## config.mk

```make
export PLATFORM = sky130hd
export DESIGN_NAME = fold_address_generator
export DESIGN_NICKNAME = d
export VERILOG_FILES = /design/src/rtl/fold_addr_pkg.sv /design/src/rtl/fold_counter.sv /design/src/rtl/fold_address_generator.sv
export SDC_FILE = /design/constraint.sdc
export NUM_CORES = 1
export LEC_CHECK = 0
export CAP_MARGIN = 25
export CORE_UTILIZATION = 36
export CTS_BUF_LIST = sky130_fd_sc_hd__clkbuf_4 sky130_fd_sc_hd__clkbuf_8 sky130_fd_sc_hd__clkbuf_16
export DETAILED_ROUTE_END_ITERATION = 8
export HOLD_SLACK_MARGIN = 0.15
export MAX_ROUTING_LAYER = met4
export PLACE_DENSITY = 0.59
export SLEW_MARGIN = 20
export SYNTH_ARGS = -nofsm -noshare
export SYNTH_HDL_FRONTEND = slang
export SYNTH_SLANG_ARGS = --single-unit
```

## constraint.sdc

```tcl
create_clock -name clk -period 10 [get_ports clk]
set_input_delay 2 -clock clk [delete_from_list [all_inputs] [get_ports clk]]
set_output_delay 2 -clock clk [all_outputs]
set_load 0.005 [all_outputs]
```

## src/rtl/fold_addr_pkg.sv

```systemverilog
// Shared types and constants for the two-level fold address generator.
package fold_addr_pkg;

  typedef enum logic [1:0] {
    IDLE = 2'd0,
    RUN  = 2'd1,
    DONE = 2'd2
  } fold_state_t;

  localparam logic MODE_LINEAR = 1'b0;
  localparam logic MODE_REPEAT = 1'b1;

endpackage

```

## src/rtl/fold_counter.sv

```systemverilog
// Loop index counter: counts 0..len-1 on enable and wraps to 0 after the terminal value.
module fold_counter
  import fold_addr_pkg::*;
#(
  parameter int CNT_W = 8
) (
  input  logic             clk,
  input  logic             rst,
  input  logic             clr,
  input  logic             en,
  input  logic [CNT_W-1:0] len,
  output logic [CNT_W-1:0] idx,
  output logic             term
);

  logic [CNT_W-1:0] r_idx;

  assign idx  = r_idx;
  assign term = (r_idx == (len - 1'b1));

  always_ff @(posedge clk) begin
    if (rst || clr) begin
      r_idx <= '0;
    end else if (en) begin
      r_idx <= term ? '0 : r_idx + 1'b1;
    end
  end

endmodule

```

## src/rtl/fold_address_generator.sv

```systemverilog
// Walks a synapse-fold loop nested in a neuron-fold loop, emitting one address per
// accepted beat on a valid/ready stream, with last-inner-beat flag and a done pulse.
module fold_address_generator
  import fold_addr_pkg::*;
#(
  parameter int ADDR_W = 12,
  parameter int CNT_W  = 8
) (
  input  logic              clk,
  input  logic              rst,
  input  logic              start,
  input  logic              mode,
  input  logic [ADDR_W-1:0] base_addr,
  input  logic [CNT_W-1:0]  syn_fold,
  input  logic [CNT_W-1:0]  neu_fold,
  output logic [ADDR_W-1:0] addr,
  output logic              addr_valid,
  input  logic              addr_ready,
  output logic              last_syn,
  output logic              busy,
  output logic              done
);

  fold_state_t       r_state;
  logic              r_mode;
  logic [ADDR_W-1:0] r_base;
  logic [CNT_W-1:0]  r_syn_fold;
  logic [CNT_W-1:0]  r_neu_fold;
  logic [ADDR_W-1:0] r_addr;
  logic              r_addr_valid;
  logic              r_busy;
  logic              r_done;

  logic              w_hs;
  logic              w_clr;
  logic              w_syn_term;
  logic              w_neu_term;
  logic              w_neu_en;
  logic              w_final;

  assign w_hs     = r_addr_valid & addr_ready;
  assign w_clr    = (r_state != RUN);
  assign w_neu_en = w_hs & w_syn_term;
  assign w_final  = w_syn_term & w_neu_term;

  fold_counter #(.CNT_W(CNT_W)) u_syn_cnt (
    .clk  (clk),
    .rst  (rst),
    .clr  (w_clr),
    .en   (w_hs),
    .len  (r_syn_fold),
    .idx  (),
    .term (w_syn_term)
  );

  // Outer loop only steps when the inner loop wraps on an accepted beat.
  fold_counter #(.CNT_W(CNT_W)) u_neu_cnt (
    .clk  (clk),
    .rst  (rst),
    .clr  (w_clr),
    .en   (w_neu_en),
    .len  (r_neu_fold),
    .idx  (),
    .term (w_neu_term)
  );

  assign addr       = r_addr;
  assign addr_valid = r_addr_valid;
  assign last_syn   = r_addr_valid & w_syn_term;
  assign busy       = r_busy;
  assign done       = r_done;

  // Job configuration is captured only when a start is accepted.
  always_ff @(posedge clk) begin
    if (r_state == IDLE && start) begin
      r_mode     <= mode;
      r_base     <= base_addr;
      r_syn_fold <= syn_fold;
      r_neu_fold <= neu_fold;
    end
  end

  always_ff @(posedge clk) begin
    if (rst) begin
      r_state      <= IDLE;
      r_addr       <= '0;
      r_addr_valid <= 1'b0;
      r_busy       <= 1'b0;
      r_done       <= 1'b0;
    end else begin
      case (r_state)
        IDLE: begin
          r_done <= 1'b0;
          if (start) begin
            if (syn_fold == '0 || neu_fold == '0) begin
              r_state <= DONE;
              r_done  <= 1'b1;
            end else begin
              r_state      <= RUN;
              r_addr       <= base_addr;
              r_addr_valid <= 1'b1;
              r_busy       <= 1'b1;
            end
          end
        end
        RUN: begin
          if (w_hs) begin
            if (w_final) begin
              r_state      <= DONE;
              r_addr_valid <= 1'b0;
              r_busy       <= 1'b0;
              r_done       <= 1'b1;
            end else if (w_syn_term && r_mode == MODE_REPEAT) begin
              r_addr <= r_base;
            end else begin
              r_addr <= r_addr + 1'b1;
            end
          end
        end
        DONE: begin
          r_done  <= 1'b0;
          r_state <= IDLE;
        end
        default: begin
          r_state      <= IDLE;
          r_addr_valid <= 1'b0;
          r_busy       <= 1'b0;
          r_done       <= 1'b0;
        end
      endcase
    end
  end

endmodule

```

# After elaboration in Yosys (flattened, before gate mapping)
# Cells that the tools add are included.
# classes
bitwise_logic,5
mux,23
n_reduce_logical,12
n_addsub,5
n_eq_ne,10
# ops
op,count
2-to-1 mux 12 bit,5
one-hot mux 12 bit (2 select lines),1
"adder 8 x 1 -> 8 bit, second input constant",2
equality test 8 bit,2
zero test 8 bit,2
2-to-1 mux 8 bit,2
"subtractor 8 x 1 -> 8 bit, second input constant",2
"adder 12 x 1 -> 12 bit, second input constant",1
"!= test 2 bit, second input constant",5
AND reduction 5 bit,2
2-to-1 mux 1 bit,8
2-to-1 mux 2 bit,4
bitwise AND 1 bit,4
one-hot mux 2 bit (2 select lines),1
one-hot mux 1 bit (3 select lines),1
AND reduction 3 bit,1
"equality test 2 x 1 -> 1 bit, second input constant",1
"equality test 2 bit, second input constant",1
logical AND 1 bit,2
zero test 2 bit,1
logical OR 1 bit,2
"!= test 2 x 1 -> 1 bit, second input constant",1
one-hot mux 1 bit (2 select lines),1
AND reduction 2 bit,1
2 further kinds,2
# word_totals
in_bits,33
ff_bits,61
elab_cells,65

# Longest topological paths before layout
# depth
depth_word,7
mapped_depth,11
mapped_depth_nobuf,9

# Hierarchy
# A second synthesis with hierarchy kept.
# unflattened
cells_unflattened,333
hier_area_um2,3309.4
# by_module_without_submodules
mod,area_per_inst_um2,instances,cells_per_inst
fold_address_generator,2023.2,1,179
fold_counter,643.1,2,77

# Worst setup path after synthesis
# Ideal clock, no wire load.
# synth_timing
path_type,input-to-reg
startpoint,in start
endpoint,reg r_addr[5] (netlist: addr[5])
slack_ns,5.475
n_path_buf,1
setup_time_ns,0.074
arrival_ns,4.450
cell_stages,7
path_cell_list,nand2b_1 nor2_1 nand3_1 inv_1 clkbuf_1 o31ai_1 a31oi_1
# synth_between
elab_chain_cells,2
# synth_lines
item,line_no,rtl
from (decl),fold_address_generator.sv:11,"input logic start,"
!= test 2 bit (no line),-,
AND reduction 5 bit (no line),-,
to (signal assigned),fold_address_generator.sv:100,r_addr <= base_addr;
to (signal assigned),fold_address_generator.sv:114,r_addr <= r_base;
to (signal assigned),fold_address_generator.sv:116,r_addr <= r_addr + 1'b1;
to (decl),fold_address_generator.sv:29,logic [ADDR_W-1:0] r_addr;
# No other way between the ends.
# A chain may end at the register's enable or synchronous reset.

# Worst setup path after layout
# layout_timing
startpoint,reg r_syn_fold[0]
endpoint,out last_syn
# layout_between
elab_chain_cells,3
# layout_lines
item,line_no,rtl
from (decl),fold_address_generator.sv:27,logic [CNT_W-1:0] r_syn_fold;
from (signal assigned),fold_address_generator.sv:78,r_syn_fold <= syn_fold;
subtractor 8 x 1 -> 8 bit,fold_counter.sv:19,assign term = (r_idx == (len - 1'b1));
equality test 8 bit,fold_counter.sv:19,
bitwise AND 1 bit,fold_address_generator.sv:69,assign last_syn = r_addr_valid & w_syn_term;
to (decl),fold_address_generator.sv:19,"output logic last_syn,"
# No other way between the ends.

==> flow_summary_export.csv <==
group,metric,value,unit
outcome,status,"completed",
yosys,netlist.area_leader.share,0.257,
timing,slew_viol_final,0,
global_routing,antenna_found_initial,0,
cells_and_area,area_growth_syn_to_layout,21.7,%
power,cell_internal_pwr,418,uW
yosys,ys_top_cells_by_area,"edfxtp_1 (26%), dfxtp_1 (19%), xnor2_1 (5.7%)",
yosys,syn_area,3390,um^2
critical_path,slowest_stage,"clkdlybuf4s50_1",
clock_tree,cts_max_level,3,
timing,finalCriticalPeriod,4.90,ns
power,peakVddDrop,45.0,uV
yosys,synth_most_common_cell,"nand2_1",
power,p_sw,154,uW
timing,finalHoldViolCount,0,
route,viasPerCell,5.33,
power,sw_frac_of_total,0.270,
route,drt_wl_total,7920,um
place,numPortBuffers,48,
global_routing,grt-ovfl-total,0,
clock_tree,holdBufCountCts,0,
route,routedWlPerCell,15.6,um
timing,rsz0062_at_grt,"false",
yosys,synth_compound_area_frac,0.165,
route,dr.pass1.iters,4,
yosys,synthCells,345,
critical_path,cp.required,8.00,ns
global_routing,first_global_vias,2661,
timing,period_share,0.490,
timing,finalSetupTns,0,ns
power,p_leak,0.00140,uW
yosys,synth_top_area_cell,"edfxtp_1",
floorplan,core,9200,um^2
cells_and_area,drive_gt1_frac,0.0829,
job,maxCapViolCount,0,
timing,final-setup-viol-count,0,
yosys,synth_top_family_by_area,"simple AND/OR/NAND/NOR gates",
place,pre_cts_ws,5.50,ns
yosys,synth_cell_types,53,
yosys,synthArstFlopShare,0,
power,powerDensity,139,nW/um^2
clock_tree,cts_resized,0,
clock_tree,clock_sinks,61,
power,comb_power_share,0.160,
yosys,ys_seq_area_frac,0.446,
global_routing,grt_util_all_layers,0.174,
clock_tree,clockBufferDepth,2,
cells_and_area,seq_area,1510,um^2
timing,max_clock_freq,204,MHz
power,p_total,572,uW
route,vias,2714,
power,power.share.clock,0.327,
critical_path,worstSetupPathType,"reg -> out",
global_routing,grt_max_degree,31,
timing,setup_ws,5.10,ns
floorplan,num_rows,35,
floorplan,die-area,9800,um^2
cells_and_area,fin_util,0.448,
global_routing,grt_first_pass_wirelength,13000,um
yosys,synth_edf_count,29,
cells_and_area,nFillCells,892,
cells_and_area,multi_input_area,1770,um^2
timing,clock-skew-final,0.0122,ns
power,seqPwrFrac,0.513,
floorplan,die_w,99.0,um
yosys,synth_commonest_cells,"nand2_1 (34), dfxtp_1 (32), edfxtp_1 (29), nor2_1 (23), xnor2_1 (22)",
critical_path,worst_setup_path_start_kind,"flop",
place,gp_congestion,0.808,
cells_and_area,antennaDiodeCount,0,
clock_tree,cts_setup_buffers,0,
critical_path,critical_path.cell_chain,"inv_1 > ha_1 > nor3b_2 > a31oi_1 > a31oi_1 > and3_1 > and3_1 > clkdlybuf4s50_1",
yosys,synth_simple_gate_area_frac,0.234,
timing,slew_headroom,0.570,
route,drc,0,
clock_tree,cts_tree,"done",
route,ant_nets,0,
floorplan,start_util,0.368,
critical_path,arrival,2.90,ns
route,drtIter0Drc,118,
yosys,synth_xor_area_frac,0.0931,
clock_tree,root_buffer,"clkbuf_8",
critical_path,critPathMaxStageDelay,0.50,ns
critical_path,cp_max_fo,8,
hold_path,hold_path.class,"reg -> reg",
clock_tree,cts_buffers,9,
critical_path,critPathTopFamily,"simple AND/OR/NAND/NOR gates",
timing,worst_pin_slew,0.645,ns
yosys,synth.ff_latch_count,61,
clock_tree,worst_skew_pair.late_latency,0.33,ns
yosys,synth_nets,383,
cells_and_area,nets,431,
critical_path,crit_buf_inv,2,
yosys,avgSynthCellArea,9.82,um^2
clock_tree,path_clk_slew,0.07,ns
yosys,synthFlopType,"dfxtp_1",
place,hpwlAfterDp,5680,um
critical_path,endpoint_kind,"output pin",
yosys,yosysWarnings,0,
yosys,synth_mux_area_frac,0.0122,
timing,hold_ws,0.479,ns
yosys,synthAdderAreaFrac,0.0185,
floorplan,die_h,99.0,um
floorplan,io_pins,49,
## kinds of logic after synthesis
kind of cell | after synthesis
fa+ha+maj | 5
mux | 4
compound gates | 75
simple gates | 141
xor+xnor | 36
flops | 61
buf+inv | 23
## cells in the final DEF (no fill, tap or decap), drive strengths merged, types with 11 or more instances in the layout
master / Yosys / final
clkbuf: 9 / 12
edfxtp: 29 / 29
nor4: 11 / 11
nor2: 23 / 23
a21oi: 11 / 11
xor2: 14 / 14
clkdlybuf4s50: 0 / 48
dfxtp: 32 / 32
nand2: 34 / 34
xnor2: 22 / 22
o21ai: 18 / 18
nand3: 20 / 20
## path summary, 6_finish.rpt
check,startpoint,end,slack (ns),depth (start not counted)
max,r_syn_fold[0],last_syn,5.10,8
min reg2reg,addr[11],addr[11],0.48,2
max reg2reg,r_syn_fold[0],addr[2],7.04,9
min,addr[11],addr[11],0.48,2
## worst reg2reg max path, cell delays in order (launching register included)
cell and delay [ns]:
edfxtp_1 0.45, inv_1 0.09, ha_1 0.22, inv_1 0.05, o41ai_1 0.36, a31oi_1 0.20
and3_1 0.34, a311oi_4 0.64, nand2b_4 0.36, a311oi_4 0.11
## routing by layer
metal	track usage	wire length, um
met3	0.0220	294
met4	0.0654	72
met5	-	0
met2	0.269	3670
met1	0.233	3890
## state kept, by name, summed over array words and instances, names as in the netlist
name,cells
busy,1
u_syn_cnt.idx,8
r_mode,1
u_neu_cnt.idx,8
r_state,2
addr,12
r_syn_fold,8
r_base,12
done,1
r_neu_fold,8
## area by class of cell
type | count | area share
sequential | 61 | 0.367
timing repair buffer | 51 | 0.122
clock buffer | 12 | 0.0355
multi-input combinational | 261 | 0.430
inverter | 9 | 0.00819
tap | 111 | 0.0337
clock inverter | 4 | 0.00425
## power groups by stage
stage | registers, uW | clock network (uW) | logic [uW]
floorplan | 295 | 0 | 54.4
global placement | 299 | 0 | 89.8
detailed placement | 299 | 0 | 91.2
CTS | 294 | 192 | 91.7
global route | 296 | 202 | 100
finish | 294 | 187 | 91.3
## stage by stage
stage | instance area [um^2] | std cells
floorplan | 3390 | 345
global placement | 3960 | 493
detailed placement | 3960 | 493
CTS | 4120 | 509
global route | 4120 | 509
finish | 4120 | 509
(Power assumes the default switching activity.)
